File: config.mk
export PLATFORM = sky130hd
export DESIGN_NAME = dmem_arbiter_flat
export DESIGN_NICKNAME = d
export VERILOG_FILES = /design/src/rtl/dmem_arbiter_if.sv /design/src/rtl/dmem_arbiter.sv /design/src/flat_wrapper.sv
export SDC_FILE = /design/constraint.sdc
export NUM_CORES = 1
export LEC_CHECK = 0
export ABC_AREA = 1
export BUFFER_PORTS_ARGS = -buffer_cell sky130_fd_sc_hd__buf_2
export CAP_MARGIN = 30
export CELL_PAD_IN_SITES_DETAIL_PLACEMENT = 1
export CELL_PAD_IN_SITES_GLOBAL_PLACEMENT = 2
export CORE_MARGIN = 2
export CORE_UTILIZATION = 16
export CTS_CLUSTER_SIZE = 24
export DETAILED_ROUTE_END_ITERATION = 6
export MAX_ROUTING_LAYER = met4
export PLACE_DENSITY = 0.92
export SLEW_MARGIN = 5
export SYNTH_ARGS = -nofsm -noshare
export SYNTH_HDL_FRONTEND = slang
export SYNTH_SLANG_ARGS = --single-unit
export TNS_END_PERCENT = 30
File: constraint.sdc
create_clock -name clk -period 1.2 [get_ports clk]
set_input_delay 0.06 -clock clk [delete_from_list [all_inputs] [get_ports clk]]
set_output_delay 0.06 -clock clk [all_outputs]
set_load 0.1 [all_outputs]
File: src/rtl/dmem_arbiter_if.sv
// Bundle of the pipeline, debug and data-memory signals around the arbiter.
// slave is the arbiter side; master is the side that drives the requests and the memory.
interface dmem_arbiter_if #(
  parameter int DM_ADDRESS = 9,
  parameter int DATA_W     = 32
);
  logic                  p_req;
  logic                  p_we;
  logic [DM_ADDRESS-1:0] p_addr;
  logic [DATA_W-1:0]     p_wdata;
  logic [2:0]            p_funct3;
  logic [DATA_W-1:0]     p_rdata;
  logic                  p_stall;

  logic                  d_req;
  logic                  d_we;
  logic [DM_ADDRESS-1:0] d_addr;
  logic [DATA_W-1:0]     d_wdata;
  logic [2:0]            d_funct3;
  logic                  d_ack;
  logic [DATA_W-1:0]     d_rdata;

  logic                  m_read;
  logic                  m_write;
  logic [DM_ADDRESS-1:0] m_addr;
  logic [DATA_W-1:0]     m_wdata;
  logic [2:0]            m_funct3;
  logic [DATA_W-1:0]     m_rdata;

  modport slave (
    input  p_req, p_we, p_addr, p_wdata, p_funct3,
    input  d_req, d_we, d_addr, d_wdata, d_funct3,
    input  m_rdata,
    output p_rdata, p_stall, d_ack, d_rdata,
    output m_read, m_write, m_addr, m_wdata, m_funct3
  );

  modport master (
    output p_req, p_we, p_addr, p_wdata, p_funct3,
    output d_req, d_we, d_addr, d_wdata, d_funct3,
    output m_rdata,
    input  p_rdata, p_stall, d_ack, d_rdata,
    input  m_read, m_write, m_addr, m_wdata, m_funct3
  );
endinterface

File: src/rtl/dmem_arbiter.sv
// Data-memory port arbiter: pipeline MEM stage has priority, debug/loader port
// gets a forced slot after STARVE_LIM consecutive lost cycles.
//
// state   | meaning
// S_IDLE  | pipeline priority; debug served only when the pipeline is idle
// S_FORCE | debug starved; debug takes the port and the pipeline is stalled
// S_ACK   | debug access done; d_ack high, debug not eligible this cycle
module dmem_arbiter #(
  parameter int DM_ADDRESS = 9,
  parameter int DATA_W     = 32,
  parameter int STARVE_LIM = 4,
  parameter int CNT_W      = 3
) (
  input  logic           clk,
  input  logic           reset,
  dmem_arbiter_if.slave  bus
);

  localparam logic [1:0] S_IDLE  = 2'd0;
  localparam logic [1:0] S_FORCE = 2'd1;
  localparam logic [1:0] S_ACK   = 2'd2;

  localparam logic [CNT_W-1:0] LIM_M1 = CNT_W'(STARVE_LIM - 1);

  logic [1:0]       state, state_nxt;
  logic [CNT_W-1:0] cnt, cnt_nxt;
  logic             grant_p, grant_d;
  logic             d_ack_q;
  logic [DATA_W-1:0] d_rdata_q;

  always_comb begin
    grant_p   = 1'b0;
    grant_d   = 1'b0;
    state_nxt = S_IDLE;
    cnt_nxt   = '0;
    case (state)
      S_IDLE: begin
        grant_p = bus.p_req;
        grant_d = ~bus.p_req & bus.d_req;
        if (bus.p_req && bus.d_req) begin
          cnt_nxt   = cnt + 1'b1;
          state_nxt = (cnt == LIM_M1) ? S_FORCE : S_IDLE;
        end else if (grant_d) begin
          state_nxt = S_ACK;
        end
      end
      S_FORCE: begin
        // A withdrawn debug request hands the cycle straight back to the pipeline.
        grant_d   = bus.d_req;
        grant_p   = ~bus.d_req & bus.p_req;
        state_nxt = bus.d_req ? S_ACK : S_IDLE;
      end
      S_ACK: begin
        grant_p = bus.p_req;
      end
      default: begin
        grant_p = 1'b0;
      end
    endcase
  end

  always_comb begin
    bus.m_read   = 1'b0;
    bus.m_write  = 1'b0;
    bus.m_addr   = '0;
    bus.m_wdata  = '0;
    bus.m_funct3 = '0;
    if (grant_d) begin
      bus.m_read   = ~bus.d_we;
      bus.m_write  = bus.d_we;
      bus.m_addr   = bus.d_addr;
      bus.m_wdata  = bus.d_wdata;
      bus.m_funct3 = bus.d_funct3;
    end else if (grant_p) begin
      bus.m_read   = ~bus.p_we;
      bus.m_write  = bus.p_we;
      bus.m_addr   = bus.p_addr;
      bus.m_wdata  = bus.p_wdata;
      bus.m_funct3 = bus.p_funct3;
    end
  end

  assign bus.p_rdata = grant_p ? bus.m_rdata : '0;
  assign bus.p_stall = (state == S_FORCE) & bus.d_req;
  assign bus.d_ack   = d_ack_q;
  assign bus.d_rdata = d_rdata_q;

  always_ff @(posedge clk or negedge reset) begin
    if (!reset) begin
      state     <= S_IDLE;
      cnt       <= '0;
      d_ack_q   <= 1'b0;
      d_rdata_q <= '0;
    end else begin
      state   <= state_nxt;
      cnt     <= cnt_nxt;
      d_ack_q <= grant_d;
      if (grant_d && !bus.d_we) begin
        d_rdata_q <= bus.m_rdata;
      end
    end
  end

endmodule

File: src/flat_wrapper.sv
// flat-port wrapper written by rule: the top's interface ports become plain ports
module dmem_arbiter_flat 
#(
  parameter int DM_ADDRESS = 9,
  parameter int DATA_W     = 32,
  parameter int STARVE_LIM = 4,
  parameter int CNT_W      = 3
)
  (clk, reset, bus_p_req, bus_p_we, bus_p_addr, bus_p_wdata, bus_p_funct3, bus_d_req, bus_d_we, bus_d_addr, bus_d_wdata, bus_d_funct3, bus_m_rdata, bus_p_rdata, bus_p_stall, bus_d_ack, bus_d_rdata, bus_m_read, bus_m_write, bus_m_addr, bus_m_wdata, bus_m_funct3);
  dmem_arbiter_if #(.DM_ADDRESS(DM_ADDRESS), .DATA_W(DATA_W)) bus_i ();
  input  logic clk;
  input  logic reset;
  input wire logic [$bits(bus_i.p_req)-1:0] bus_p_req;
  input wire logic [$bits(bus_i.p_we)-1:0] bus_p_we;
  input wire logic [$bits(bus_i.p_addr)-1:0] bus_p_addr;
  input wire logic [$bits(bus_i.p_wdata)-1:0] bus_p_wdata;
  input wire logic [$bits(bus_i.p_funct3)-1:0] bus_p_funct3;
  input wire logic [$bits(bus_i.d_req)-1:0] bus_d_req;
  input wire logic [$bits(bus_i.d_we)-1:0] bus_d_we;
  input wire logic [$bits(bus_i.d_addr)-1:0] bus_d_addr;
  input wire logic [$bits(bus_i.d_wdata)-1:0] bus_d_wdata;
  input wire logic [$bits(bus_i.d_funct3)-1:0] bus_d_funct3;
  input wire logic [$bits(bus_i.m_rdata)-1:0] bus_m_rdata;
  output wire logic [$bits(bus_i.p_rdata)-1:0] bus_p_rdata;
  output wire logic [$bits(bus_i.p_stall)-1:0] bus_p_stall;
  output wire logic [$bits(bus_i.d_ack)-1:0] bus_d_ack;
  output wire logic [$bits(bus_i.d_rdata)-1:0] bus_d_rdata;
  output wire logic [$bits(bus_i.m_read)-1:0] bus_m_read;
  output wire logic [$bits(bus_i.m_write)-1:0] bus_m_write;
  output wire logic [$bits(bus_i.m_addr)-1:0] bus_m_addr;
  output wire logic [$bits(bus_i.m_wdata)-1:0] bus_m_wdata;
  output wire logic [$bits(bus_i.m_funct3)-1:0] bus_m_funct3;
  assign bus_i.p_req = bus_p_req;
  assign bus_i.p_we = bus_p_we;
  assign bus_i.p_addr = bus_p_addr;
  assign bus_i.p_wdata = bus_p_wdata;
  assign bus_i.p_funct3 = bus_p_funct3;
  assign bus_i.d_req = bus_d_req;
  assign bus_i.d_we = bus_d_we;
  assign bus_i.d_addr = bus_d_addr;
  assign bus_i.d_wdata = bus_d_wdata;
  assign bus_i.d_funct3 = bus_d_funct3;
  assign bus_i.m_rdata = bus_m_rdata;
  assign bus_p_rdata = bus_i.p_rdata;
  assign bus_p_stall = bus_i.p_stall;
  assign bus_d_ack = bus_i.d_ack;
  assign bus_d_rdata = bus_i.d_rdata;
  assign bus_m_read = bus_i.m_read;
  assign bus_m_write = bus_i.m_write;
  assign bus_m_addr = bus_i.m_addr;
  assign bus_m_wdata = bus_i.m_wdata;
  assign bus_m_funct3 = bus_i.m_funct3;
  dmem_arbiter #(.DM_ADDRESS(DM_ADDRESS), .DATA_W(DATA_W), .STARVE_LIM(STARVE_LIM), .CNT_W(CNT_W)) u_core (.clk(clk), .reset(reset), .bus(bus_i));
endmodule
After elaboration in Yosys (flattened, before gate mapping). Cells that the tools add are included.

Add/sub/neg operators: 1. Equal/unequal tests: 3. Muxes and demuxes: 20. Bitwise operators: 7. Reductions and logical operators: 5.

Operator list (number): 32-bit two-way mux (3); 9-bit two-way mux (2); 3-bit two-way mux (4); 2-bit two-way mux (3); 1-bit two-way mux (5); 1-bit NOT (4); 1-bit case mux with 2 select lines (2); 2-bit case mux with 2 select lines (1); 3-bit by 1-bit adder with 3-bit output, second input constant (1); 1-bit AND (3); 3-bit by 2-bit == test with 1-bit output, second input constant (1); 2-bit by 1-bit == test with 1-bit output, second input constant (1); 2-bit == test, second input constant (1); 1-bit logical AND (2); 2-bit zero test (1); 2-bit OR reduction (1); 1-bit zero test (1).

Bits in registers: 38. Bits of input ports: 126. Output and inout port bits: 112. Logic and storage cells: 40.

Logic depth before layout (Yosys ltp).
Word-level depth: 5. Gate-level depth with buffers: 7.

Least setup slack after synthesis. No wires, ideal clock.

Path kind: register to output. Start point: register, netlist name u_core.bus.d_ack. End point: output port bus_p_rdata[10]. Arrival: 3.430 ns. Path slack: -2.290 ns. Stages on the path, launching flop included: 5. Buffers on the path: 1. Path through: dfrtp_1 > inv_2 > nand3_2 > clkbuf_1 > a21boi_0.

RTL lines: end: declaration (RTL line flat_wrapper.sv:24) `output wire logic [$bits(bus_i.p_rdata)-1:0] bus_p_rdata;`.

==> results.toml <==
[setup_path]
crit_path_max_fanout = 7
r2r-end = "u_core.bus.d_rdata[12]$_DFFE_PN0P_"
critPathKind = "reg2out"
reg2reg_from = "u_core.bus.d_ack$_DFF_PN0_"
cp.required_ns = 1.14
startpoint_type = "register"
crit_path_end_kind = "output pin"
worstPathArrival_ns = 1.68
rr_worst_depth = 7
rrSetupSlack_ns = -0.23

[timing]
setup_viol = 111
final_max_slew_viol_count = 0
fin_crit_ns = 1.74
timing_hold_violations_final = 0
worstMarginPinSlew_ns = 0.508
fin_ws_ns = -0.545
max_freq_mhz = 573
fin_worst_skew_ns = 0.00890
fin_crit_sh_pct = 145
slew_headroom_pct = 66.3
rsz0062_at_grt = "yes"

[logic_synthesis]
synth_top_cells_by_area = "dfrtp_1, nand2_1, a21boi_0"
synth_cell_types = 17
syn_area_mm2 = 0.00241
yosys.area.top_type = "dfrtp_1"
avgSynthCellArea_um2 = 6.82
syn-instance-count = 353
synth_top_cell_area_share_pct = 38.4
ys.warnings.count = 0
synth.net_count = 481
ys_ff_latch = 37
ys_seq_area_share_pct = 38.4

[drt]
firstDrtPassIters = 5
post_drt_via_cell_ratio = 4.38
antenna_left = 0
wirelength_met1_um = 5210
drt_wl_total_um = 14400
wl_met2_um = 8530
route.met3.wl_um = 526
maxUsedRoutingLayer = "met4"
wl_per_cell_um = 18.1
drt_iter0_drc = 79
drc = 0
num_vias = 3506

[finish]
final_area_mm2 = 0.00649
nFillCells = 1662
instances_no_fill = 800
most-common-layout-cells = "buf_2, nand2_1, buf_12"
final_common_cell = "buf_2"
seqCellArea_um2 = 930
antenna_cells = 0
final_core_util_pct = 44.4
syn_to_final_growth_pct = 170
layout-drive-gt1-share_pct = 66.7
nNetsFinal = 743
multiInputGateArea_mm2 = 0.00209

[placement]
port_buffers = 237
gp_congestion = 0.797
placed_area_mm2 = 0.00571
place_inst = 770
hpwl_um = 10300
post-place-ws_ns = -0.336

[clocking]
cts.path.max_buffers = 2
worst_skew_pair.late_latency_ns = 0.28
htreeDepth = 2
clockRootBuffer = "clkbuf_16"
clock_sinks = 37
cts_tree = "built"
cts_buffers = 5
path_clk_slew_ns = 0.06

[global_route]
grt_pass1_vias = 3801
globalRouteOverflowTotal = 0
grt_max_degree = 44
grt_pass1_wl_um = 19900
antenna_found_initial = 0
grt_usage_pct = 15.9

[outcome]
status = "complete, but fails checks"
violations = "setup timing"

[floorplan]
start_util_pct = 16.4
fp-row-count = 44
ioPinCount = 238
dieHeight_um = 127
core-area_mm2 = 0.0146
die_area_mm2 = 0.0161
fp.dieW_um = 127

[pwr]
pwr_density_cell_mw_per_mm2 = 1360
irDropWorstVdd_mv = 0.864
p_comb_share_pct = 64.9
power.internal_w = 0.00412
p_seq_share_pct = 17.8
power_w = 0.00882
netSwitchingFraction_pct = 53.3
switchingPower_w = 0.00470
leakage_nw = 3.39
clkPwrFrac_pct = 17.3

[flow_run]
maxCapViolCount = 0

[hold_path]
whs_endpoint = "u_core.bus.d_rdata[19]$_DFFE_PN0P_"
hold_path_class = "in2reg"
hold_depth = 3
hp-start = "bus_m_rdata[19]"
-- cell type report --
class	instances	area share, %
clock inverters	2	0.578
inverters	9	0.559
flip-flops and latches	37	14.3
well taps	184	3.54
clock buffers	6	2.14
multi-input cells	280	32.2
repair buffers	282	46.6
-- per-stage QoR --
step                      setup TNS (ns)  hold slack, ns
after floorplan                   -46.61          -0.236
after global placement            -17.88         -0.0205
after detailed placement          -22.48         -0.0160
after CTS                         -46.35          0.0491
after global routing              -53.18          0.0676
final                             -46.24          0.0566
-- critical path: stages (launching register included) --
cell	delay (ns)
dfrtp_4	0.49
inv_4	0.08
nand2_4	0.06
nor2_4	0.13
buf_12	0.16
clkbuf_16	0.19
nand2_4	0.06
nand2_4	0.07
buf_12	0.17
-- kinds of logic (layout without fill, tap and decap cells) --
group	after synthesis	in the layout	synth area share (%)
AOI/OAI and AO/OA	32	32	9.97
and+or+nand+nor	246	246	42.9
adders and majority gates	2	2	1.04
DFF	37	37	38.4
buffers and inverters	36	299	7.64
-- synth_stat cells (all sizes together) --
| library cell | count |
|---|---|
| dfrtp | 37 |
| clkbuf | 7 |
| ha | 2 |
| a21boi | 32 |
| inv | 9 |
| nand3 | 2 |
| buf | 20 |
| nor2 | 7 |
| nand4 | 32 |
| nand2 | 205 |
-- power by group through the flow --
stage / combinational, W / sequential (W) / clock (W)
floorplan: 0.00225 / 0.00305 / 0
global placement: 0.00540 / 0.00158 / 0
detailed placement: 0.00547 / 0.00159 / 0
CTS: 0.00553 / 0.00157 / 0.00158
global route: 0.00590 / 0.00160 / 0.00162
finish: 0.00572 / 0.00157 / 0.00153
-- registers in the layout, indices dropped and copies added, names as in the netlist --
name                flops
u_core.bus.d_ack        1
u_core.cnt              3
u_core.bus.d_rdata     32
u_core.state            1
-- layer usage --
metal | GRT usage, % | up-vias
met4 | 3.62 | 0
met1 | 16.3 | 1729
met2 | 31.5 | 105
met5 | - | -
li1 | - | 1654
met3 | 2.40 | 18
-- how the worst max path moves through the flow --
| stage | startpoint | to | depth (start not counted) |
|---|---|---|---|
| 2_1_floorplan | u_core.bus.d_ack$_DFF_PN0_ | bus_p_rdata[10] | 4 |
| 3_3_place_gp | u_core.bus.d_ack$_DFF_PN0_ | bus_m_addr[2] | 7 |
| 3_5_place_dp | u_core.bus.d_ack$_DFF_PN0_ | bus_m_addr[2] | 7 |
| 4_1_cts | u_core.bus.d_ack$_DFF_PN0_ | bus_m_wdata[1] | 8 |
| 5_1_grt | u_core.bus.d_ack$_DFF_PN0_ | bus_m_wdata[10] | 8 |
| 6_report | u_core.bus.d_ack$_DFF_PN0_ | bus_m_addr[3] | 8 |
-- timing repair --
action,4_1_cts,5_1_grt
gates resized for setup,7,72
hold endpoints to repair,21,0
setup endpoints to repair,114,115
hold buffers,1,0
gates cloned,2,9
setup buffers,3,9
pin swaps,9,35
Power figures use the tool's default switching activity.
